## src/rtl/pwm_capture.sv

```systemverilog
// pwm_capture: measures the high time, the period and the duty ratio of an
// asynchronous PWM input. A restoring divider computes the duty. A timeout
// flags a missing waveform.
module pwm_capture #(
  parameter int unsigned DUTY_WIDTH = 8,
  parameter int unsigned CNT_WIDTH  = 16
) (
  input  logic                  clk,
  input  logic                  rst,
  input  logic                  pwm_in,
  input  logic                  clr,
  output logic [DUTY_WIDTH-1:0] duty,
  output logic [CNT_WIDTH-1:0]  high_cnt,
  output logic [CNT_WIDTH-1:0]  period_cnt,
  output logic                  valid,
  output logic                  stuck,
  output logic                  overrun,
  output logic                  busy
);

  localparam int unsigned ITER_W = (DUTY_WIDTH > 1) ? $clog2(DUTY_WIDTH) : 1;
  localparam logic [ITER_W-1:0]    ITER_LAST = ITER_W'(DUTY_WIDTH - 1);
  localparam logic [CNT_WIDTH-1:0] CNT_MAX   = '1;
  localparam logic [CNT_WIDTH-1:0] CNT_ONE   = CNT_WIDTH'(1);

  typedef enum logic [1:0] {
    WAIT_EDGE = 2'd0,
    MEASURE   = 2'd1,
    STUCK     = 2'd2
  } state_t;

  typedef enum logic {
    IDLE = 1'b0,
    DIV  = 1'b1
  } div_state_t;

  logic                  r_sync1;
  logic                  r_sync2;
  logic                  r_sync_d;
  state_t                r_state;
  div_state_t            r_div_state;
  logic [CNT_WIDTH-1:0]  r_period_ctr;
  logic [CNT_WIDTH-1:0]  r_high_ctr;
  logic [CNT_WIDTH-1:0]  r_div_high;
  logic [CNT_WIDTH-1:0]  r_div_period;
  logic [CNT_WIDTH-1:0]  r_rem;
  logic [DUTY_WIDTH-1:0] r_quot;
  logic [ITER_W-1:0]     r_iter;
  logic [DUTY_WIDTH-1:0] r_duty;
  logic [CNT_WIDTH-1:0]  r_high_cnt;
  logic [CNT_WIDTH-1:0]  r_period_cnt;
  logic                  r_valid;
  logic                  r_stuck;
  logic                  r_overrun;

  logic                  w_rise;
  logic                  w_snap;
  logic                  w_ovr_evt;
  logic                  w_timeout;
  logic [CNT_WIDTH:0]    w_shift;
  logic [CNT_WIDTH:0]    w_diff;
  logic                  w_ge;
  logic [CNT_WIDTH-1:0]  w_rem_next;
  logic [DUTY_WIDTH-1:0] w_quot_next;

  // Edge detection on the synchronized level; only rising edges drive the FSM
  assign w_rise    = r_sync2 & ~r_sync_d;
  assign w_snap    = (r_state == MEASURE) && w_rise;
  assign w_ovr_evt = w_snap && (r_div_state == DIV);
  assign w_timeout = (r_state != STUCK) && !w_rise && (r_period_ctr == CNT_MAX);

  // One restoring step: the remainder stays below the divisor, so the shift cannot overflow
  assign w_shift     = {r_rem, 1'b0};
  assign w_diff      = w_shift - {1'b0, r_div_period};
  assign w_ge        = (w_shift >= {1'b0, r_div_period});
  assign w_rem_next  = CNT_WIDTH'(w_ge ? w_diff : w_shift);
  assign w_quot_next = (r_quot << 1) | DUTY_WIDTH'(w_ge);

  assign duty       = r_duty;
  assign high_cnt   = r_high_cnt;
  assign period_cnt = r_period_cnt;
  assign valid      = r_valid;
  assign stuck      = r_stuck;
  assign overrun    = r_overrun;
  assign busy       = (r_div_state == DIV);

  // Two-flop synchronizer plus the delayed copy used for edge detection
  always_ff @(posedge clk) begin
    if (!rst) begin
      r_sync1  <= 1'b0;
      r_sync2  <= 1'b0;
      r_sync_d <= 1'b0;
    end else begin
      r_sync1  <= pwm_in;
      r_sync2  <= r_sync1;
      r_sync_d <= r_sync2;
    end
  end

  // Measurement FSM, divider and result registers; stuck entry overrides the divider
  always_ff @(posedge clk) begin
    if (!rst) begin
      r_state      <= WAIT_EDGE;
      r_div_state  <= IDLE;
      r_period_ctr <= '0;
      r_high_ctr   <= '0;
      r_div_high   <= '0;
      r_div_period <= '0;
      r_rem        <= '0;
      r_quot       <= '0;
      r_iter       <= '0;
      r_duty       <= '0;
      r_high_cnt   <= '0;
      r_period_cnt <= '0;
      r_valid      <= 1'b0;
      r_stuck      <= 1'b0;
      r_overrun    <= 1'b0;
    end else begin
      r_valid   <= 1'b0;
      r_overrun <= w_ovr_evt | (r_overrun & ~clr);

      case (r_div_state)
        IDLE: begin
          if (w_snap) begin
            r_div_state  <= DIV;
            r_div_high   <= r_high_ctr;
            r_div_period <= r_period_ctr;
            r_rem        <= r_high_ctr;
            r_quot       <= '0;
            r_iter       <= '0;
          end
        end
        DIV: begin
          r_rem  <= w_rem_next;
          r_quot <= w_quot_next;
          r_iter <= r_iter + ITER_W'(1);
          if (r_iter == ITER_LAST) begin
            r_div_state  <= IDLE;
            r_duty       <= w_quot_next;
            r_high_cnt   <= r_div_high;
            r_period_cnt <= r_div_period;
            r_valid      <= 1'b1;
          end
        end
        default: r_div_state <= IDLE;
      endcase

      case (r_state)
        WAIT_EDGE: begin
          if (w_rise) begin
            r_state      <= MEASURE;
            r_period_ctr <= CNT_ONE;
            r_high_ctr   <= CNT_ONE;
          end else begin
            r_period_ctr <= r_period_ctr + CNT_ONE;
          end
        end
        MEASURE: begin
          if (w_rise) begin
            r_period_ctr <= CNT_ONE;
            r_high_ctr   <= CNT_ONE;
          end else begin
            r_period_ctr <= r_period_ctr + CNT_ONE;
            r_high_ctr   <= r_high_ctr + CNT_WIDTH'(r_sync2);
          end
        end
        STUCK: begin
          if (w_rise) begin
            r_state      <= MEASURE;
            r_stuck      <= 1'b0;
            r_period_ctr <= CNT_ONE;
            r_high_ctr   <= CNT_ONE;
          end
        end
        default: r_state <= WAIT_EDGE;
      endcase

      if (w_timeout) begin
        r_state      <= STUCK;
        r_stuck      <= 1'b1;
        r_div_state  <= IDLE;
        r_period_ctr <= '0;
        r_high_ctr   <= '0;
        r_duty       <= r_sync2 ? '1 : '0;
        r_high_cnt   <= '0;
        r_period_cnt <= '0;
        r_valid      <= 1'b1;
      end
    end
  end

endmodule

```

## config.mk

```make
export PLATFORM = sky130hd
export DESIGN_NAME = pwm_capture
export DESIGN_NICKNAME = d
export VERILOG_FILES = /design/src/rtl/pwm_capture.sv
export SDC_FILE = /design/constraint.sdc
export NUM_CORES = 1
export LEC_CHECK = 0
export ABC_AREA = 1
export BUFFER_PORTS_ARGS = -buffer_cell sky130_fd_sc_hd__buf_2
export CAP_MARGIN = 20
export CORE_UTILIZATION = 55
export CTS_BUF_LIST = sky130_fd_sc_hd__clkbuf_2 sky130_fd_sc_hd__clkbuf_4 sky130_fd_sc_hd__clkbuf_8
export DETAILED_ROUTE_END_ITERATION = 6
export GPL_ROUTABILITY_DRIVEN = 1
export GPL_TIMING_DRIVEN = 0
export PLACE_DENSITY = 0.75
export SYNTH_ARGS = -nofsm -noshare
export SYNTH_HDL_FRONTEND = slang
export SYNTH_SLANG_ARGS = --single-unit
```

## constraint.sdc

```tcl
create_clock -name clk -period 2.3 [get_ports clk]
set_clock_uncertainty 0.2 [all_clocks]
set_input_delay 0.46 -clock clk [delete_from_list [all_inputs] [get_ports clk]]
set_output_delay 0.46 -clock clk [all_outputs]
set_load 0.03 [all_outputs]
```

# Word level (Yosys, flattened, before mapping)
# Index checks and enable logic that the tools add are counted.
# totals
elab_cells,94
out_inout_bits,44
latchBits,0
register_bits,139
romBits,0
ram_bits,0
n_memories,0
# classes
n_bitwise,9
n_mux,28
n_addsub,4
div,0
eq_ne,10
shifts,0
magnitude_cmp,1
mul,0
reduce_logical,23
# op_table
op,n
$pmux W16 S2,3
$mux W16,5
$mux W8,4
$ge A17 B16 Y1,1
$add A16 B1 Y16,1
$add A16 B1 Y16 const B,1
$eq A16 B16 Y1 const B,1
$reduce_and A2 Y1,8
$sub A16 B16 Y16,1
$pmux W7 S2,1
$reduce_bool A2 Y1,6
$mux W1,8
$ne A2 B2 Y1 const B,4
$or A8 B1 Y8,1
$mux W7,1
$pmux W3 S2,1
$reduce_or A2 Y1,3
$not A1 Y1,5
$logic_and A1 B1 Y1,4
$mux W2,2
$pmux W2 S2,1
$add A3 B1 Y3 const B,1
$eq A3 B3 Y1 const B,1
$mux W3,1
9 further kinds,10

# Logic depth before layout (Yosys ltp)
# Gate-level depths: netlist of run 1.
# logic_depth
depth_word,7
depth_mapped,14

# Worst setup path after synthesis of run 1
# No wires, ideal clock.
# synth_path
path_kind,register to register
from,register r_div_period[1]
to,register r_rem[10]
period_less_slack_ns,2.018
arrival_ns,1.686
slack_ns,0.282
path_buffers,1
setup_time_ns,0.132
path_stages_with_launch,13
path_cell_list,dfxtp_1 > inv_1 > ha_1 > ha_1 > nand2_1 > nor2_1 > nand3_1 > nor2_1 > nor2_2 > buf_2 > nand3_1 > nand3_1 > a21oi_1
# synth_via
elab_chain_cells,3
elab_cells_between_ends,4
cone_classes,1 x add/sub; 1 x order compare; 2 x mux
# synth_lines
element,line_no,text
"start, declared",45,logic [CNT_WIDTH-1:0] r_div_period;
"start signal, assigned",127,r_div_period <= r_period_ctr;
$sub A16 B16 Y16 / $ge A17 B16 Y1 (equally long branches),"74, 75",
$mux W16 *,76,assign w_rem_next = CNT_WIDTH'(w_ge ? w_diff : w_shift);
$pmux W16 S2 *,122,case (r_div_state)
"end signal, assigned",128,r_rem <= r_high_ctr;
"end signal, assigned",134,r_rem <= w_rem_next;
"end, declared",46,logic [CNT_WIDTH-1:0] r_rem;
# Mark *: on every way between the ends. The rest lies on a longest branch, timed or not.
# A chain may end at the register's enable or synchronous reset.

# Worst setup path after layout of run 1
# layout_path
from,register r_div_period[8]
to,register r_rem[12]
# Same word-level chain as after synthesis.

==> results of run 1 <==
[power breakdown]
group / switching (µW) / total, µW / internal (µW)
Combinational: 280 / 427 / 146
Clock: 957 / 2140 / 1180
Sequential: 16.3 / 2440 / 2420
[cells by family (layout without fill, tap and decap cells)]
kind of cell,Yosys count,after routing,share of synthesized area
simple gates,483,484,0.307
compound gates,182,182,0.137
buf+inv,163,248,0.0978
flops,139,139,0.402
fa+ha+maj,22,22,0.0409
xor+xnor,12,12,0.0152
[state kept, by name, summed over array words and instances, names as in the netlist, 3 cells and up]
register	flops
duty	8
high_cnt	16
period_cnt	16
r_div_high	16
r_div_period	16
r_high_ctr	16
r_iter	3
r_period_ctr	16
r_quot	7
r_rem	16
[final timing paths]
kind / from / to / cells past startpoint
setup / recovery: r_div_period[8]$_SDFFE_PN0P_ / r_rem[12]$_SDFFE_PN0P_ / 14
hold / removal: clr / overrun$_SDFF_PN0_ / 4
setup reg to reg: r_div_period[8]$_SDFFE_PN0P_ / r_rem[12]$_SDFFE_PN0P_ / 14
hold reg to reg: r_sync1$_SDFF_PN0_ / r_sync2$_SDFF_PN0_ / 2
[area by class of cell]
class / count / area share
clock buffers: 22 / 0.0360
clock inverters: 10 / 0.0172
repair buffers: 53 / 0.0372
flip-flops and latches: 139 / 0.346
inverters: 126 / 0.0586
well taps: 168 / 0.0261
multi-input cells: 700 / 0.453
plain buffers: 37 / 0.0261
[critical path: stages, from the launching register on]
cell     delay (ns)
dfxtp_2        0.35
inv_1          0.09
ha_4           0.27
nand2_1        0.12
inv_1          0.07
nand2_1        0.06
nand2_1        0.07
inv_1          0.09
nand3_2        0.09
nand2_2        0.14
nand2_4        0.12
buf_4          0.15
nand2_1        0.06
nand3_1        0.11
a21oi_2        0.16
[through the flow]
step | hold WS, ns | instance area [µm²] | setup slack, ns
2_1_floorplan | 0.190 | 6920 | 0.282
3_3_place_gp | 0.205 | 7370 | -0.0168
3_5_place_dp | 0.204 | 7370 | -0.00754
4_1_cts | 0.0394 | 7810 | 0.0186
5_1_grt | 0.0710 | 8070 | -0.103
6_report | 0.0436 | 8070 | 0.0664
[synth_stat cells, types with 5 or more instances]
library cell  instances  area (µm²)
inv_2                 8        30.0
buf_2                10        50.1
a21oi_1             124         621
o21ai_0              43         215
xor2_1                8        70.1
nand2_1             308        1160
nand4_1              15        93.8
nand3_1              57         285
inv_1               118         443
nor2_2                6        37.5
dfxtp_1             139        2780
nor2_1               56         210
buf_6                 5        56.3
ha_1                 21         263
nand2_2              10        62.6
nor3_2                8        80.1
nor3_1                7        35.0
clkbuf_1             15        56.3
[layer usage]
metal | GRT usage | share of wire | vias to the layer above
met5 | 0 | 0 | -
met4 | 0.103 | 0.027 | 0
met3 | 0.0667 | 0.064 | 38
met2 | 0.448 | 0.46 | 210
met1 | 0.402 | 0.45 | 3068
li1 | - | - | 3358
[timing repair]
action	in CTS	in global routing
pin swaps	1	7
hold buffers	1	0
endpoints found under the setup margin	11	25
buffers inserted	0	4
hold endpoints to repair	1	0
resized for setup	4	34
gates cloned	0	2
==> impl_results.md, run 1 <==
- Most common cell after layout, fill and taps aside: nand2_1
- Setup CP Type: reg -> reg
- IO Port Bufs: 47
- Layout Cells excl Fill: 1255
- Post-Syn Area: 6920 µm²
- Die Width: 114 µm
- Hpwl dp: 13700 µm
- Crit start category: flop
- Largest net degree at the start of global routing: 17
- DIE HEIGHT: 114 µm
- Setup violators final: 0
- Clock H-tree levels: 4
- First-pass GRT wire length: 29000 µm
- Vias in the first global route: 5808
- Static Leak: 0.00340 µW
- Ys flop type: dfxtp_1
- Relative slew slack: 0.619
- CTS Buf Count: 17
- Number of enable flip-flop cells after synthesis: 0
- Syn avg cell area: 6.91 µm²
- CP Data Required Time: 2.49 ns
- Most frequent cells in the layout: nand2_1 (306), dfxtp_1 (132), a21oi_1 (122), inv_1 (118), buf_2 (56)
- CTS tree: done
- FF/Latch Area: 2790 µm²
- Post-synthesis cell count: 1001
- Number of distinct library cells after synthesis: 40
- Setup TNS: 0 ns
- Status: finished clean
- Layout Nets: 1100
- Root Driver: clkbuf_8
- Worst skew pair latency: 0.46 ns
- # IOs: 48
- Fin. Hold Viols: 0
- Initial antenna violation count: 0
- Drt wl/cell: 15.0 µm
- P&R area growth vs syn: 16.6%
- Async S/R FF share, synth: 0
- Pwr/cell area: 620 nW/µm²
- Die ar.: 13000 µm²
- Finished Core Util: 0.663
- Tot Pwr: 5000 µW
- Routability Congestion: 0.911
- Proportion of layout cells with a drive suffix above 1: 0.162
- CTS max path bufs: 2
- Seq/Total Area, Yosys: 0.402
- CTS clk-pin slew, worst paths: 0.08 ns
- Max-Cap Viols: 0
- Number of synthesis warnings: 0
- Yosys reg bits: 139
- Worst setup EP type: flop
- Crit Path Max Fanout: 5
- Total wire length: 18800 µm
- GRT Total Usage: 0.292
- Placed Instances: 1216
- Grt total ovfl: 0
- Post-layout min period: 2.23 ns
- Number of clock sinks: 139
- Flop2flop setup slack: 0.07 ns
- Diodes inserted: 0
- Max frequency: 448 MHz
- Worst Max-Slew Pin Slew: 0.572 ns
- Via/cell ratio: 5.32
- Residual DRC: 0
- Vias: 6674
- Critical path arrival: 2.42 ns
- Max Slew Vio Count: 0
- Syn nets: 1027
- Initial core utilization: 0.569
- Antenna viol nets, final: 0
- Starting DRC count in detailed routing: 542
- Final period util: 0.971
- Hold WC Path Type: in -> reg
- Drt pass-1 iters: 7
- Core area: 12200 µm²
- Final-layout fill cell count: 1127
- Multi-input logic area: 3650 µm²
- Site Rows: 40
- Worst VDD drop: 474 µV
No activity file was read; power rests on OpenSTA's default activity.
==> run 2, diff against run 1 <==
==> config.mk (replaced) <==
export PLATFORM = sky130hd
export DESIGN_NAME = pwm_capture
export DESIGN_NICKNAME = d
export VERILOG_FILES = /design/src/rtl/pwm_capture.sv
export SDC_FILE = /design/constraint.sdc
export NUM_CORES = 1
export LEC_CHECK = 0
export BUFFER_PORTS_ARGS = -buffer_cell sky130_fd_sc_hd__buf_2
export CAP_MARGIN = 20
export CORE_UTILIZATION = 45
export CTS_BUF_LIST = sky130_fd_sc_hd__clkbuf_2 sky130_fd_sc_hd__clkbuf_4 sky130_fd_sc_hd__clkbuf_8
export DETAILED_ROUTE_END_ITERATION = 6
export GPL_ROUTABILITY_DRIVEN = 1
export GPL_TIMING_DRIVEN = 0
export PLACE_DENSITY = 0.63
export SYNTH_ARGS = -nofsm -noshare
export SYNTH_HDL_FRONTEND = slang
export SYNTH_SLANG_ARGS = --single-unit
==> run 2 against run 1 <==
- the run now ends with negative setup slack left
- non-clock buffer count up 34
- cell count down 11%
- via count down 9.9%
- sequential share of layout area up 0.55 points
- total power down 4.1%
- largest power group unchanged
- register-to-register slack worse by 0.32 ns
- worst setup slack worse by 0.32 ns
- combinational power down 19%
- critical endpoint is now r_rem[14]$_SDFFE_PN0P_
- count of clock-buffer cells in the layout unchanged
- cell area down 0.33%
- first-iteration DRC count down 30%
- synthesized area down 5.9%
==> impl_results.md, run 2 <==
- Status: finished, violations left (was finished clean)
- Failing checks: negative setup slack
- Routability Congestion: 0.886 (was 0.911)
- CTS max path bufs: 2 (unchanged)
- Relative slew slack: 0.525 (was 0.619)
- Most frequent cells after synthesis: nand2_1 (187), dfxtp_1 (139), a21oi_1 (109) (was nand2_1 (308), dfxtp_1 (139), a21oi_1 (124))
- Ys flop type: dfxtp_1 (unchanged)
- Setup CP Type: reg -> reg (unchanged)
- Crit Reg-Reg Startpoint: r_div_period[0]$_SDFFE_PN0P_ (was r_div_period[8]$_SDFFE_PN0P_)
- CTS clk-pin slew, worst paths: 0.08 ns (about the same)
- Worst Max-Slew Pin Slew: 0.713 ns (was 0.572 ns)
- Compound-Gate Fraction of Synth Area: 0.185 (was 0.137)
- Async S/R FF share, synth: 0 (unchanged)
- Initial antenna violation count: 0 (unchanged)
- Synthesized-area fraction occupied by xor and xnor cells: 0.0282 (was 0.0152)
- Diodes inserted: 0 (unchanged)
- Post-synthesis cell count: 829 (was 1001)
- P&R area growth vs syn: 23.4% (was 16.6%)
- Via/cell ratio: 5.39 (was 5.32)
- Drt wl/cell: 16.2 µm (was 15.0 µm)
- Worst hold path startpoint: pwm_in (was clr)
- R2R depth: 8 (was 14)
- Hold Crit Depth: 2 (was 4)
- Number of synthesis warnings: 0 (unchanged)
- Slowest-stage cell, CP: fa_1 (was dfxtp_2)
- Worst setup EP type: flop (unchanged)
- CP peak stage delay: 0.48 ns (was 0.35 ns)
- Number of clock sinks: 139 (unchanged)
- Max-Cap Viols: 0 (unchanged)
- Site Rows: 43 (was 40)
- CTS Buf Count: 17 (unchanged)
- Yosys reg bits: 139 (unchanged)
- Seq/Total Area, Yosys: 0.427 (was 0.402)
- Setup violators final: 18 (was 0)
- Number of distinct library cells after synthesis: 57 (was 40)
- Crit Path Max Fanout: 6 (was 5)
- Final-layout fill cell count: 1357 (was 1127)
- Flop2flop setup slack: -0.25 ns (was 0.07 ns)
- Hold WC Path Type: in -> reg (unchanged)
- Worst skew pair latency: 0.46 ns (about the same)
- Static Leak: 0.00309 µW (was 0.00340 µW)
- Most common cell after layout, fill and taps aside: nand2_1 (unchanged)
- Simple-Gate Fraction of Synth Area: 0.227 (was 0.307)
- Starting DRC count in detailed routing: 380 (was 542)
- Syn avg cell area: 7.86 µm² (was 6.91 µm²)
- Layout Nets: 948 (was 1100)
- Synth area leaders: dfxtp_1 (43%), nand2_1 (11%), a21oi_1 (8.4%), nor2_1 (4.1%), ha_1 (4.0%) (was dfxtp_1 (40%), nand2_1 (17%), a21oi_1 (9.0%), inv_1 (6.4%), nand3_1 (4.1%))
- Die Width: 122 µm (was 114 µm)
- Syn nets: 855 (was 1027)
- # IOs: 48 (unchanged)
- Crit start category: flop (unchanged)
- Max Slew Vio Count: 0 (unchanged)
- Core area: 14000 µm² (was 12200 µm²)
- Hold Crit Endpoint: r_sync1$_SDFF_PN0_ (was overrun$_SDFF_PN0_)
- Finished Core Util: 0.575 (was 0.663)
- Max frequency: 392 MHz (was 448 MHz)
- Root Driver: clkbuf_8 (unchanged)
- Initial core utilization: 0.466 (was 0.569)
- Final period util: 1.11 (was 0.971)
- Share of the synthesized area in the top cell type: 0.427 (was 0.402)
- Number of enable flip-flop cells after synthesis: 0 (unchanged)
- Cell with the most instances after synthesis: nand2_1 (unchanged)
- GRT Total Usage: 0.254 (was 0.292)
- Drt pass-1 iters: 5 (was 7)
- CP Data Required Time: 2.49 ns (about the same)
- Crit path cell chain: fa_1 > nor2b_1 > o31a_1 > o211ai_1 > a31oi_1 > xor2_1 > mux2i_4 > a21oi_1 (was inv_1 > ha_4 > nand2_1 > inv_1 > nand2_1 > nand2_1 > inv_1 > nand3_2 > nand2_2 > nand2_4 > buf_4 > nand2_1 > nand3_1 > a21oi_2)
- Critical path arrival: 2.74 ns (was 2.42 ns)
- Final WS setup: -0.251 ns (was 0.0664 ns)
- Multiplexer share of the synthesized area: 0.0394 (was 0)
- Main combinational cell family by area after synthesis: simple AND/OR/NAND/NOR gates (unchanged)
- CTS tree: done (unchanged)
- Die ar.: 15000 µm² (was 13000 µm²)
- Grt total ovfl: 0 (unchanged)
- Largest net degree at the start of global routing: 17 (unchanged)
- Synth Area in Adders: 0.0434 (was 0.0409)
- Setup TNS: -2.34 ns (was 0 ns)
- Clock H-tree levels: 4 (unchanged)
- Post-Syn Area: 6510 µm² (was 6920 µm²)
- Most frequent cells in the layout: nand2_1 (186), dfxtp_1 (110), a21oi_1 (103), nor2_1 (70), buf_2 (49) (was nand2_1 (306), dfxtp_1 (132), a21oi_1 (122), inv_1 (118), buf_2 (56))
- Vias: 6010 (was 6674)
- Vias in the first global route: 5629 (was 5808)
- Fin. Hold Viols: 0 (unchanged)
- RSZ-0062 raised after global routing: true
- Hold buffers post-CTS: 0 (was 1)
- Total wire length: 18100 µm (was 18800 µm)
- First-pass GRT wire length: 28900 µm (was 29000 µm)
- Worst VDD drop: 650 µV (was 474 µV)
- Residual DRC: 0 (unchanged)
- Post-layout min period: 2.55 ns (was 2.23 ns)
- Hpwl dp: 12700 µm (was 13700 µm)
- Antenna viol nets, final: 0 (unchanged)
- DIE HEIGHT: 122 µm (was 114 µm)
- Pwr/cell area: 597 nW/µm² (was 620 nW/µm²)
- Proportion of layout cells with a drive suffix above 1: 0.249 (was 0.162)
- Worst r2r dst: r_rem[14]$_SDFFE_PN0P_ (was r_rem[12]$_SDFFE_PN0P_)
- IO Port Bufs: 46 (was 47)
- Post-synth top area cell: dfxtp_1 (unchanged)
run 2: cell count changes after synthesis, moves of 16 or more:
cell      change
nand2_1     -121
inv_1        -94
a31oi_1      +21
clkbuf_1     +26
nand3_1      -45
nor2_1       +16
run 2: cell families after synthesis:
group / count (synthesis)
and+or+nand+nor: 339
AOI/OAI and AO/OA: 209
DFF: 139
buffers and inverters: 75
muxes: 24
adders and majority gates: 22
xor gates and xnor gates: 21
run 2: timing repair:
| item | in CTS | in global routing |
|---|---|---|
| pin swaps | 20 | 18 |
| resized for setup | 67 | 34 |
| setup endpoints to repair | 102 | 127 |
| setup buffers | 21 | 13 |
run 2: how the worst max path moves through the flow:
stage / start / endpoint
CTS: r_div_period[13]$_SDFFE_PN0P_ / r_rem[12]$_SDFFE_PN0P_
floorplan: r_div_period[11]$_SDFFE_PN0P_ / r_rem[12]$_SDFFE_PN0P_
global route: r_div_period[13]$_SDFFE_PN0P_ / r_rem[12]$_SDFFE_PN0P_
global placement: r_period_ctr[0]$_SDFFE_PP0P_ / period_cnt[1]$_SDFFE_PP0P_
finish: r_div_period[0]$_SDFFE_PN0P_ / r_rem[14]$_SDFFE_PN0P_
detailed placement: r_period_ctr[0]$_SDFFE_PP0P_ / high_cnt[13]$_SDFFE_PP0P_
run 2: layout make-up:
type | count | area, µm² | area share
Buffer | 44 | 220 | 0.0274
Timing Repair Buffer | 80 | 498 | 0.0619
Inverter | 25 | 93.8 | 0.0117
Clock buffer | 22 | 284 | 0.0353
Clock inverter | 10 | 118 | 0.0146
Sequential cell | 139 | 2830 | 0.351
Multi-Input combinational cell | 615 | 3780 | 0.470
Tap cell | 180 | 225 | 0.0280
run 2: stage by stage:
stage | instances | area, µm² | total power, µW | worst slack [ns] | hold WS, ns
3_3_place_gp | 1055 | 7020 | 2770 | -0.555 | 0.215
4_1_cts | 1106 | 7890 | 4790 | -0.222 | 0.0196
3_5_place_dp | 1055 | 7020 | 2770 | -0.554 | 0.222
2_1_floorplan | 829 | 6570 | 2700 | -0.140 | 0.212
6_report | 1115 | 8040 | 4800 | -0.251 | 0.0244
5_1_grt | 1115 | 8040 | 4970 | -0.283 | 0.0217
run 2: where the power goes:
part | leakage, µW | internal [µW] | switching (µW) | total (µW)
logic | 0.00175 | 151 | 196 | 347
clock network | 0.000207 | 1060 | 960 | 2020
registers | 0.00114 | 2420 | 18.4 | 2440
total | 0.00309 | 3620 | 1170 | 4800
run 2: worst max-delay path: cells and delay by family, from the launching register on:
| kind | cells | cell delay (ns) |
|---|---|---|
| xor+xnor | 1 | 0.26 |
| mux | 1 | 0.10 |
| simple gates | 1 | 0.17 |
| flops | 1 | 0.39 |
| fa+ha+maj | 1 | 0.48 |
| compound gates | 4 | 0.87 |
run 2: layer usage:
metal / vias up / global-route usage / routed length (µm) / part of all wire
met1: 2774 / 0.343 / 8540 / 0.47
met4: 0 / 0.114 / 602 / 0.033
met3: 32 / 0.0511 / 1120 / 0.062
met5: - / 0 / 0 / 0
met2: 183 / 0.390 / 7850 / 0.43
li1: 3021 / - / - / -
